## config.mk

```make
export PLATFORM = sky130hd
export DESIGN_NAME = instr_decode_stage
export DESIGN_NICKNAME = d
export VERILOG_FILES = /design/src/rtl/instr_decode_stage_pkg.sv /design/src/rtl/instr_decode_stage_comb.sv /design/src/rtl/instr_decode_stage.sv
export SDC_FILE = /design/constraint.sdc
export NUM_CORES = 1
export LEC_CHECK = 0
export BUFFER_PORTS_ARGS = -buffer_cell sky130_fd_sc_hd__buf_2
export CORE_UTILIZATION = 47
export CTS_CLUSTER_SIZE = 14
export DETAILED_ROUTE_END_ITERATION = 7
export GPL_TIMING_DRIVEN = 0
export PLACE_DENSITY = 0.8
export SYNTH_ARGS = -nofsm -noshare
export SYNTH_HDL_FRONTEND = slang
export SYNTH_SLANG_ARGS = --single-unit
export TNS_END_PERCENT = 5
```

## constraint.sdc

```tcl
create_clock -name clk -period 1.6 [get_ports clk]
set_input_delay 0.48 -clock clk [delete_from_list [all_inputs] [get_ports clk]]
set_output_delay 0.48 -clock clk [all_outputs]
set_load 0.005 [all_outputs]
```

## src/rtl/instr_decode_stage_pkg.sv

```systemverilog
// Types shared by the integer-ALU decode stage: opcodes, funct7 values, decoded-instruction layout.
package instr_decode_stage_pkg;

  parameter int XLEN = 32;

  typedef logic [XLEN-1:0] t_word;
  typedef logic [4:0]      t_reg_idx;

  localparam logic [6:0] OPCODE_OP_IMM = 7'b00_100_11;
  localparam logic [6:0] OPCODE_OP     = 7'b01_100_11;
  localparam logic [6:0] F7_BASE       = 7'b0000000;
  localparam logic [6:0] F7_ALT        = 7'b0100000;

  typedef enum logic [1:0] {
    OK_UNKNOWN = 2'd0,
    OK_OP_IMM  = 2'd1,
    OK_OP      = 2'd2
  } t_op_kind;

  typedef enum logic [3:0] {
    FK_ADD, FK_SUB, FK_SLT, FK_SLTU, FK_XOR, FK_OR, FK_AND, FK_SLL, FK_SRL, FK_SRA
  } t_func_kind;

  typedef struct packed {
    t_func_kind func;
    t_reg_idx   src;
    t_reg_idx   dest;
    t_word      imm;
  } t_op_imm_instr;

  typedef struct packed {
    t_func_kind func;
    t_reg_idx   src1;
    t_reg_idx   src2;
    t_reg_idx   dest;
  } t_op_reg_instr;

  localparam int OP_REG_PAD = $bits(t_op_imm_instr) - $bits(t_op_reg_instr);

  typedef struct packed {
    t_op_reg_instr         op;
    logic [OP_REG_PAD-1:0] pad;
  } t_op_reg_padded;

  typedef union packed {
    t_op_imm_instr  op_imm;
    t_op_reg_padded op_reg;
  } t_instr_data_union;

  typedef struct packed {
    t_op_kind          kind;
    t_instr_data_union instr_data;
  } t_decoded_instr;

  // funct3 meaning shared by OP_IMM and the base-funct7 OP encodings
  function automatic t_func_kind f3_base_func(input logic [2:0] f3);
    case (f3)
      3'b000:  return FK_ADD;
      3'b001:  return FK_SLL;
      3'b010:  return FK_SLT;
      3'b011:  return FK_SLTU;
      3'b100:  return FK_XOR;
      3'b101:  return FK_SRL;
      3'b110:  return FK_OR;
      default: return FK_AND;
    endcase
  endfunction

endpackage

```

## src/rtl/instr_decode_stage_comb.sv

```systemverilog
// Combinational decode of one instruction word into t_decoded_instr plus an illegal flag.
module instr_decode_comb
  import instr_decode_stage_pkg::*;
#(
  parameter int XLEN       = instr_decode_stage_pkg::XLEN,
  parameter bit SUPPORT_OP = 1'b1
) (
  input  logic [31:0]    instr,
  output t_decoded_instr decoded,
  output logic           illegal
);

  localparam int W = $bits(t_word);

  logic [6:0]     opcode;
  logic [6:0]     funct7;
  logic [2:0]     funct3;
  logic [5:0]     shamt;
  logic           shamt_bad;
  logic           legal;
  t_decoded_instr dec;

  assign opcode = instr[6:0];
  assign funct3 = instr[14:12];
  assign funct7 = instr[31:25];

  always_comb begin
    dec   = '0;
    legal = 1'b0;
    if (XLEN == 64) begin
      shamt     = instr[25:20];
      shamt_bad = 1'b0;
    end else begin
      shamt     = {1'b0, instr[24:20]};
      shamt_bad = instr[25];
    end
    case (opcode)
      OPCODE_OP_IMM: begin
        legal                       = 1'b1;
        dec.kind                    = OK_OP_IMM;
        dec.instr_data.op_imm.func  = f3_base_func(funct3);
        dec.instr_data.op_imm.src   = instr[19:15];
        dec.instr_data.op_imm.dest  = instr[11:7];
        dec.instr_data.op_imm.imm   = {{(W-12){instr[31]}}, instr[31:20]};
        if (funct3 == 3'b001) begin
          dec.instr_data.op_imm.imm = t_word'(shamt);
          legal = (instr[31:26] == 6'b0) && !shamt_bad;
        end else if (funct3 == 3'b101) begin
          // bit 30 selects arithmetic shift; the rest of the upper field must be clear
          dec.instr_data.op_imm.imm = t_word'(shamt);
          legal = ({instr[31], instr[29:26]} == 5'b0) && !shamt_bad;
          if (instr[30]) dec.instr_data.op_imm.func = FK_SRA;
        end
      end
      OPCODE_OP: begin
        if (SUPPORT_OP) begin
          dec.kind                      = OK_OP;
          dec.instr_data.op_reg.op.func = f3_base_func(funct3);
          dec.instr_data.op_reg.op.src1 = instr[19:15];
          dec.instr_data.op_reg.op.src2 = instr[24:20];
          dec.instr_data.op_reg.op.dest = instr[11:7];
          if (funct7 == F7_BASE) begin
            legal = 1'b1;
          end else if (funct7 == F7_ALT && funct3 == 3'b000) begin
            legal = 1'b1;
            dec.instr_data.op_reg.op.func = FK_SUB;
          end else if (funct7 == F7_ALT && funct3 == 3'b101) begin
            legal = 1'b1;
            dec.instr_data.op_reg.op.func = FK_SRA;
          end
        end
      end
      default: ;
    endcase
  end

  assign illegal = !legal;
  assign decoded = legal ? dec : '0;

endmodule

```

## src/rtl/instr_decode_stage.sv

```systemverilog
// Registered decode stage: 1-cycle latency, output register plus one skid entry.
// in_ready comes straight from a flop (skid empty), so a stalled execute fills the skid first.
module instr_decode_stage
  import instr_decode_stage_pkg::*;
#(
  parameter int XLEN       = instr_decode_stage_pkg::XLEN,
  parameter bit SUPPORT_OP = 1'b1
) (
  input  logic           clk,
  input  logic           reset,
  input  logic           flush,
  input  logic           in_valid,
  output logic           in_ready,
  input  logic [31:0]    in_instr,
  output logic           out_valid,
  input  logic           out_ready,
  output t_decoded_instr out_decoded,
  output logic           out_illegal
);

  t_decoded_instr dec;
  logic           dec_illegal;
  logic           accept;
  logic           out_free;

  logic           out_valid_q,   out_valid_d;
  logic           out_illegal_q, out_illegal_d;
  t_decoded_instr out_dec_q,     out_dec_d;
  logic           skid_valid_q,  skid_valid_d;
  logic           skid_illegal_q, skid_illegal_d;
  t_decoded_instr skid_dec_q,    skid_dec_d;

  instr_decode_comb #(
    .XLEN       (XLEN),
    .SUPPORT_OP (SUPPORT_OP)
  ) u_decode (
    .instr   (in_instr),
    .decoded (dec),
    .illegal (dec_illegal)
  );

  assign in_ready = !skid_valid_q;
  assign accept   = in_valid && !skid_valid_q;
  assign out_free = !out_valid_q || out_ready;

  always_comb begin
    out_valid_d    = out_valid_q;
    out_illegal_d  = out_illegal_q;
    out_dec_d      = out_dec_q;
    skid_valid_d   = skid_valid_q;
    skid_illegal_d = skid_illegal_q;
    skid_dec_d     = skid_dec_q;
    if (out_free) begin
      // skid is older than anything on the input, so it always refills the output first
      if (skid_valid_q) begin
        out_valid_d   = 1'b1;
        out_dec_d     = skid_dec_q;
        out_illegal_d = skid_illegal_q;
        skid_valid_d  = 1'b0;
      end else begin
        out_valid_d = accept;
        if (accept) begin
          out_dec_d     = dec;
          out_illegal_d = dec_illegal;
        end
      end
    end else if (accept) begin
      skid_valid_d   = 1'b1;
      skid_dec_d     = dec;
      skid_illegal_d = dec_illegal;
    end
    if (flush) begin
      out_valid_d  = 1'b0;
      skid_valid_d = 1'b0;
    end
  end

  always_ff @(posedge clk) begin
    if (reset) begin
      out_valid_q    <= 1'b0;
      out_illegal_q  <= 1'b0;
      out_dec_q      <= '0;
      skid_valid_q   <= 1'b0;
      skid_illegal_q <= 1'b0;
      skid_dec_q     <= '0;
    end else begin
      out_valid_q    <= out_valid_d;
      out_illegal_q  <= out_illegal_d;
      out_dec_q      <= out_dec_d;
      skid_valid_q   <= skid_valid_d;
      skid_illegal_q <= skid_illegal_d;
      skid_dec_q     <= skid_dec_d;
    end
  end

  assign out_valid   = out_valid_q;
  assign out_illegal = out_illegal_q;
  assign out_decoded = out_dec_q;

endmodule

```

==> impl_metrics.yaml, run 1 <==
timing:
  hold_violations: 0
  worst_hold_slack_ns: 0.316
  slew_violations: 0
  setup_ws_ns: -0.0536
  finalSetupViolations: 21
  fmax_mhz: 605
  fin_crit_sh_pct: 103
  rsz0062_at_grt: "yes"
  fin_skew_ns: 0.0114
  slew_headroom_pct: 55.1
  min_period_ns: 1.65
  worstMarginPinSlew_ns: 0.673
outcome:
  violations: "DRC, setup timing"
  status: "complete, but fails checks"
worst_setup_path:
  crit_chain: "buf_2 -> nand2b_2 -> a31oi_4 -> nor2_4 -> buf_4 -> buf_4 -> or2_4 -> a31o_2"
  critPathRequiredTime_ns: 1.85
  max_stage_delay_ns: 0.27
  critPathCaptureType: "flip-flop"
  worstSetupStartpointType: "input pin"
  critPathTopFamily: "simple AND/OR/NAND/NOR gates"
  critPathMostFrequentCell: "buf_4"
  path_max_fanout: 6
  path_class: "in -> reg"
  cp.buffers_inverters: 3
  ff2ff_setup_slack_ns: -0.02
  r2r_start: "out_valid$_SDFFE_PP0N_"
  crit_slowest_cell: "or2_4"
  worstRegToRegCells: 5
  arrival_ns: 1.90
  timing.rr.end: "skid_dec_q[26]$_SDFFE_PP0P_"
synthesis:
  syn_area_um2: 3190
  synthFlopType: "dfxtp_1"
  yosysTopAreaCell: "dfxtp_1"
  synthesis.nets: 417
  synth_top_cell_area_share_pct: 44.0
  synth_common_cells: "dfxtp_1 (70), nor2_1 (41), nand2_1 (39), a21oi_1 (31), clkbuf_1 (23)"
  ys_async_sr_fraction_pct: 0
  synth_warnings: 0
  synth_cells: 380
  ys_ff_latch: 70
  ys_types: 47
  synth_edf_count: 0
  synth.avg_cell_area_um2: 8.39
  yosysSeqAreaShare_pct: 44.0
  synthTopCellsByArea: "dfxtp_1 (44%), a211oi_1 (4.9%), a21oi_1 (4.9%), nor2_1 (4.8%), nand2_1 (4.6%)"
  yosysMostFrequentCell: "dfxtp_1"
detailed_routing:
  avgViaCountPerCell: 6.10
  drt-total-wl_mm: 9.96
  dr.pass1.iters: 7
  drc: 3
  drt-wirelength-per-cell_um: 17.7
  drtIter0Drc: 265
  dr_total_vias: 3443
  final_antenna_net_count: 0
grt:
  grt_max_degree: 18
  grt_pass1_vias: 3001
  grt_pass1_wl_mm: 15.1
  track_usage_pct: 27.3
  antenna_found_initial: 0
  met2_usage_pct: 43.5
  use_met1_pct: 36.0
  use_met3_pct: 4.23
  top_usage_layer: "met2"
  grt-ovfl-total: 0
placed_design:
  preCtsSetupSlack_ns: -0.484
  io_buffers: 85
  gp_congestion: 0.883
  hpwlAfterDp_mm: 6.73
clocking:
  htree_levels: 3
  cts.reportedPaths.clkPinSlew_ns: 0.08
  max-clock-path-buffers: 2
  cts_hold_buffers: 0
  cts_made_buffers: 9
  clock-sinks: 70
  clock_latency_ns: 0.35
  cts_root_buf: "clkbuf_8"
  cts_tree: "built"
floorplan:
  initial_core_util_pct: 49.4
  die_x_um: 84.4
  rows: 29
  die-area_um2: 7120
  die_h_um: 84.4
  io_pins: 88
  core_um2: 6460
worst_hold_path:
  hold_path_class: "in -> reg"
  min_path_cells: 2
  holdPathEnd: "skid_valid_q$_SDFFE_PP0P_"
  min_from: "flush"
cells_and_area:
  layout.nets: 519
  final_layout_size_suffix_gt1_share_pct: 36.1
  diodes: 0
  nFillCells: 543
  area_growth_pct: 30.0
pwr:
  p_leak_nw: 1.68
  peakVddDrop_v: 0.000451
  power_density_nw_per_um2: 858
run:
  max-cap-violations: 0
[per-layer routing]
layer / vias to the layer above / routed length, µm
met5: - / 0
met4: 0 / 285
met3: 29 / 966
met2: 216 / 4670
met1: 1620 / 4050
li1: 1578 / -
[power by group]
part / switching (mW) / total [mW] / internal (mW)
Sequential: 0.0282 / 1.82 / 1.79
Clock: 0.698 / 1.30 / 0.605
Combinational: 0.248 / 0.434 / 0.187
Total: 0.973 / 3.56 / 2.58
[cell families after synthesis]
family | Yosys count | synth area share, %
buf+inv | 53 | 9.10
fa+ha+maj | 1 | 0.314
compound gates | 118 | 25.3
flops | 70 | 44.0
xor+xnor | 2 | 0.550
simple gates | 136 | 20.8
[registers in the layout (all words and copies together), names as in the netlist]
name and cells:
skid_valid_q 1, out_decoded 33, out_illegal 1, skid_illegal_q 1, skid_dec_q 33, out_valid 1
[how the worst max path moves through the flow]
stage | start | end | cells past startpoint
after floorplan | in_instr[25] | skid_dec_q[27]$_SDFFE_PP0P_ | 6
after global placement | out_ready | out_decoded[38]$_SDFFE_PP0P_ | 7
after detailed placement | out_ready | out_decoded[38]$_SDFFE_PP0P_ | 7
after CTS | skid_valid_q$_SDFFE_PP0P_ | in_ready | 4
after global routing | in_instr[25] | out_decoded[45]$_SDFFE_PP0P_ | 7
final | in_instr[13] | out_decoded[44]$_SDFFE_PP0P_ | 8
[per-stage QoR]
stage	utilization [%]	cell area, µm²	cells	power, mW	setup TNS (ns)
floorplan	-	3200	380	2.06	-1.07
global placement	57.7	3730	542	2.24	-23.41
detailed placement	57.7	3730	542	2.25	-25.53
CTS	61.0	3940	558	3.52	-0.181
global route	64.2	4150	564	3.68	-3.11
finish	64.2	4150	564	3.56	-0.406
[timing repair]
| action | CTS | global route |
|---|---|---|
| setup endpoints to repair | 71 | 75 |
| pin swaps | 8 | 9 |
| gates cloned | 0 | 2 |
| buffers inserted | 0 | 4 |
| gates resized for setup | 18 | 44 |
[layout make-up]
class                   count  area (µm²)  area share [%]
clock buffers              11         141            3.41
plain buffers              49         340            8.21
clock inverters             5        35.0           0.845
flip-flops and latches     70        1400            33.9
repair buffers             91         502            12.1
inverters                   4        15.0           0.362
multi-input cells         257        1610            38.9
well taps                  77        96.3            2.32
[placed cells by master (no fill, tap or decap), drive strengths merged, types with 4 or more instances in the layout]
master,count
dfxtp,70
a22oi,11
nand2,39
a31oi,4
clkbuf,37
a211oi,21
buf,114
o21ai,10
or3,5
a21oi,31
clkinv,4
and3,5
nand3,14
inv,4
nor3,13
nor2,42
o211ai,12
a311oi,10
a221oi,6
o22ai,5
Power figures use the tool's default switching activity.
==> run 2, diff against run 1 <==
- CELL_PAD_IN_SITES_DETAIL_PLACEMENT: not set -> 0
- CELL_PAD_IN_SITES_GLOBAL_PLACEMENT: not set -> 1
- CORE_UTILIZATION: 47 -> 34
- PLACE_DENSITY: 0.8 -> 0.79
==> run 2 against run 1 <==
Effect of this change: the flow finishes with violations (setup timing); sequential share of layout area is 0.082 points lower; largest power group unchanged; via count is 5.3% lower; utilization is 17 points lower.
==> impl_metrics.yaml, run 2 (synthesized netlist as in run 1, its figures left out) <==
timing:
  finalSetupViolations: 2
  setup_tns_ns: -0.0302
  slew_headroom_pct: 54.1
  fmax_mhz: 617
  rsz0062_at_grt: "yes"
  hold_violations: 0
  worst_hold_slack_ns: 0.335
  fin_skew_ns: 0.00667
  setup_ws_ns: -0.0197
  min_period_ns: 1.62
  fin_crit_sh_pct: 101
  worstMarginPinSlew_ns: 0.688
  slew_violations: 0
worst_setup_path:
  critPathCaptureType: "primary output"
  critPathRequiredTime_ns: 1.12
  critPathMostFrequentCell: "buf_8"
  cp.buffers_inverters: 4
  worstSetupStartpointType: "flip-flop"
  crit_slowest_cell: "dfxtp_2"
  arrival_ns: 1.14
  crit_chain: "inv_2 -> buf_8 -> buf_8 -> buf_6"
  ff2ff_setup_slack_ns: 0.01
  path_max_fanout: 10
  path_class: "reg -> out"
  max_stage_delay_ns: 0.34
  critPathTopFamily: "buffers and inverters"
cells_and_area:
  diodes: 0
  final_cell_area_um2: 4160
  layout.nets: 516
  finish.utilization_pct: 46.8
  layout_common_cells: "buf_2 (84), dfxtp_1 (68), nor2_1 (41), nand2_1 (33), a21oi_1 (31)"
  final_layout_size_suffix_gt1_share_pct: 36.0
  final_common_cell: "buf_2"
  instances_no_fill: 592
  area_growth_pct: 30.6
clocking:
  cts_root_buf: "clkbuf_8"
  htree_levels: 3
  max-clock-path-buffers: 2
  clock-sinks: 70
  cts_tree: "built"
  clock_latency_ns: 0.35
  cts_hold_buffers: 0
  cts_made_buffers: 9
  cts.reportedPaths.clkPinSlew_ns: 0.08
floorplan:
  rows: 34
  io_pins: 88
  die-area_um2: 9770
  initial_core_util_pct: 35.9
  core_um2: 8890
  die_x_um: 98.8
  die_h_um: 98.8
pwr:
  peakVddDrop_v: 0.000481
  p_leak_nw: 1.68
  total_power_mw: 3.52
  power_density_nw_per_um2: 846
detailed_routing:
  drtIter0Drc: 234
  drt-total-wl_mm: 10.4
  drc: 0
  drt-wirelength-per-cell_um: 17.6
  avgViaCountPerCell: 5.51
  dr.pass1.iters: 4
  dr_total_vias: 3260
  final_antenna_net_count: 0
placed_design:
  io_buffers: 85
  place_area_um2: 3760
  placed_cells_incl_taps: 573
  gp_congestion: 0.836
  preCtsSetupSlack_ns: -0.538
  hpwlAfterDp_mm: 7.36
grt:
  grt_pass1_vias: 3087
  antenna_found_initial: 0
  track_usage_pct: 21.9
  grt-ovfl-total: 0
  grt_max_degree: 18
  grt_pass1_wl_mm: 16.4
outcome:
  violations: "setup timing"
  status: "complete, but fails checks"
worst_hold_path:
  hold_path_class: "in -> reg"
run:
  max-cap-violations: 0
## run 2: routing by layer
layer | part of all wire, % | wire, µm | track usage (%) | up-vias
met1 | 43 | 4490 | 28.2 | 1551
met4 | 1.6 | 165 | 7.58 | 0
li1 | - | - | - | 1574
met2 | 48 | 4980 | 36.1 | 120
met3 | 7.5 | 784 | 4.75 | 15
met5 | 0 | 0 | 0 | -
## run 2: layout make-up
cell class	count	area, µm²
clock buffers	12	145
repair buffers	88	488
plain buffers	49	342
inverters	4	15.0
well taps	108	135
multi-input cells	257	1610
fillers	870	4730
flip-flops and latches	70	1410
clock inverters	4	22.5
## run 2: path summary, 6_finish.rpt
path | startpoint | endpoint | cells after the start
max | skid_valid_q$_SDFFE_PP0P_ | in_ready | 4
min reg2reg | skid_dec_q[38]$_SDFFE_PP0P_ | skid_dec_q[38]$_SDFFE_PP0P_ | 2
min | flush | skid_valid_q$_SDFFE_PP0P_ | 2
max reg2reg | skid_valid_q$_SDFFE_PP0P_ | out_decoded[7]$_SDFFE_PP0P_ | 4
## run 2: power breakdown
group / total [mW] / switching [mW] / internal [mW] / leakage (nW)
registers: 1.82 / 0.0309 / 1.79 / 0.571
clock network: 1.27 / 0.670 / 0.598 / 0.0861
logic: 0.432 / 0.246 / 0.187 / 1.02
total: 3.52 / 0.947 / 2.57 / 1.68
## run 2: repair_timing
| item | 4_1_cts | 5_1_grt |
|---|---|---|
| setup endpoints to repair | 76 | 62 |
| gates resized for setup | 30 | 33 |
| setup buffers | 1 | 1 |
| cloned | 0 | 1 |
| pin swaps | 11 | 8 |
## run 2: worst reg2reg max path, cell delays in order, from the launching register on
cell and delay, ns:
dfxtp_2 0.34, buf_2 0.23, clkbuf_1 0.49, a221oi_1 0.19
nor3_1 0.24
==> run 3, diff against run 2 <==
- PLACE_DENSITY: 0.79 -> not set
- PLACE_DENSITY_LB_ADDON: not set -> 0.1
==> run 3 against run 2 <==
Effect of this change: the run still ends with setup timing left; sequential power is essentially flat; die area did not move; hold slack got worse by 0.0044 ns; register-to-register slack better by 0.09 ns; first-iteration DRC count shrank 48%; cell area is 2.8% higher; largest cell class unchanged; largest power group unchanged.
==> impl_metrics.yaml, run 3 (synthesized netlist as in run 1, its figures left out) <==
pwr:
  pwr-share-comb_pct: 11.3
  peakVddDrop_v: 0.000458
  internal-power_mw: 2.93
  power_density_nw_per_um2: 910
  clockPowerShare_pct: 42.0
  p_sw_share_pct: 24.7
  switchingPower_mw: 0.961
  seqPwrFrac_pct: 46.7
  p_leak_nw: 1.75
  total_power_mw: 3.89
worst_setup_path:
  ff2ff_setup_slack_ns: 0.10
  crit_slowest_cell: "dfxtp_2"
  critPathTopFamily: "buffers and inverters"
  worstRegToRegCells: 5
  critical_path_depth: 4
  critPathCaptureType: "primary output"
  path_class: "reg -> out"
  arrival_ns: 1.15
  crit_chain: "inv_2 -> buf_8 -> clkbuf_16 -> buf_6"
  path_max_fanout: 10
  timing.rr.end: "out_decoded[30]$_SDFFE_PP0P_"
  critPathRequiredTime_ns: 1.12
  worstSetupStartpointType: "flip-flop"
  cp.buffers_inverters: 4
  max_stage_delay_ns: 0.35
  r2r_start: "skid_valid_q$_SDFFE_PP0P_"
detailed_routing:
  dr.pass1.iters: 4
  drc: 0
  drt-total-wl_mm: 10.7
  avgViaCountPerCell: 5.34
  final_antenna_net_count: 0
  drtIter0Drc: 122
  dr_total_vias: 3195
  drt-wirelength-per-cell_um: 17.9
cells_and_area:
  instances_no_fill: 598
  finish.utilization_pct: 48.1
  nFillCells: 905
  seqCellArea_um2: 1410
  area_growth_pct: 34.2
  final_layout_size_suffix_gt1_share_pct: 37.3
  layout.nets: 523
  final_common_cell: "buf_2"
  layout_common_cells: "buf_2 (87), dfxtp_1 (68), nor2_1 (41), nand2_1 (37), a21oi_1 (31)"
  final_cell_area_um2: 4280
  multi_input_area_um2: 1600
  diodes: 0
timing:
  worst_hold_slack_ns: 0.331
  worstMarginPinSlew_ns: 0.650
  fin_skew_ns: 0.00634
  setup_tns_ns: -0.0345
  slew_headroom_pct: 56.6
  slew_violations: 0
  fmax_mhz: 613
  setup_ws_ns: -0.0313
  rsz0062_at_grt: "yes"
  min_period_ns: 1.63
  fin_crit_sh_pct: 102
  hold_violations: 0
  finalSetupViolations: 2
clocking:
  clock_latency_ns: 0.35
  cts.reportedPaths.clkPinSlew_ns: 0.07
  cts_hold_buffers: 0
  clock-sinks: 70
  htree_levels: 3
  cts_made_buffers: 9
  cts_root_buf: "clkbuf_8"
  max-clock-path-buffers: 2
  cts_tree: "built"
grt:
  grt_pass1_wl_mm: 16.8
  grt_max_degree: 18
  grt-ovfl-total: 0
  grt_pass1_vias: 3067
  antenna_found_initial: 0
  track_usage_pct: 22.7
placed_design:
  hpwlAfterDp_mm: 7.46
  place_area_um2: 3760
  preCtsSetupSlack_ns: -0.597
  placed_cells_incl_taps: 573
  io_buffers: 85
  gp_congestion: 0.785
floorplan:
  initial_core_util_pct: 35.9
  die_h_um: 98.8
  io_pins: 88
  die-area_um2: 9770
  rows: 34
  die_x_um: 98.8
  core_um2: 8890
run:
  max-cap-violations: 0
outcome:
  violations: "setup timing"
  status: "complete, but fails checks"
worst_hold_path:
  min_path_cells: 2
  hold_path_class: "in -> reg"
  min_from: "flush"
  holdPathEnd: "skid_valid_q$_SDFFE_PP0P_"
## run 3: what timing repair did
action	4_1_cts	5_1_grt
buffers inserted	0	9
pin swaps	8	13
setup endpoints to repair	84	84
resized for setup	25	50
gates cloned	0	1
## run 3: cell type report
| cell class | instances | share of cell area [%] |
|---|---|---|
| Timing Repair Buffer | 95 | 12.6 |
| Clock inverter | 4 | 1.64 |
| Sequential cell | 70 | 32.9 |
| Buffer | 49 | 8.39 |
| Inverter | 4 | 0.351 |
| Tap cell | 108 | 3.16 |
| Multi-Input combinational cell | 257 | 37.4 |
| Clock buffer | 11 | 3.54 |
## run 3: how the worst max path moves through the flow
stage	from	endpoint	slack [ns]
after floorplan	in_instr[25]	skid_dec_q[27]$_SDFFE_PP0P_	-0.06
after global placement	out_ready	out_decoded[41]$_SDFFE_PP0P_	-0.62
after detailed placement	out_ready	out_decoded[41]$_SDFFE_PP0P_	-0.60
after CTS	skid_valid_q$_SDFFE_PP0P_	in_ready	-0.10
after global routing	in_instr[25]	out_decoded[45]$_SDFFE_PP0P_	-0.07
final	skid_valid_q$_SDFFE_PP0P_	in_ready	-0.03
## run 3: layer usage
layer	track usage (%)	up-vias	wire (µm)
met5	0	-	0
met4	6.77	0	127
met3	3.33	12	697
met2	37.5	99	5120
met1	30.6	1502	4770
li1	-	1582	-
## run 3: power by group through the flow
stage / combinational, mW / sequential, mW / clock (mW)
6_report: 0.439 / 1.82 / 1.64
5_1_grt: 0.484 / 1.82 / 1.74
4_1_cts: 0.415 / 1.82 / 1.67
3_5_place_dp: 0.409 / 1.86 / 0
3_3_place_gp: 0.408 / 1.86 / 0
2_1_floorplan: 0.204 / 1.86 / 0
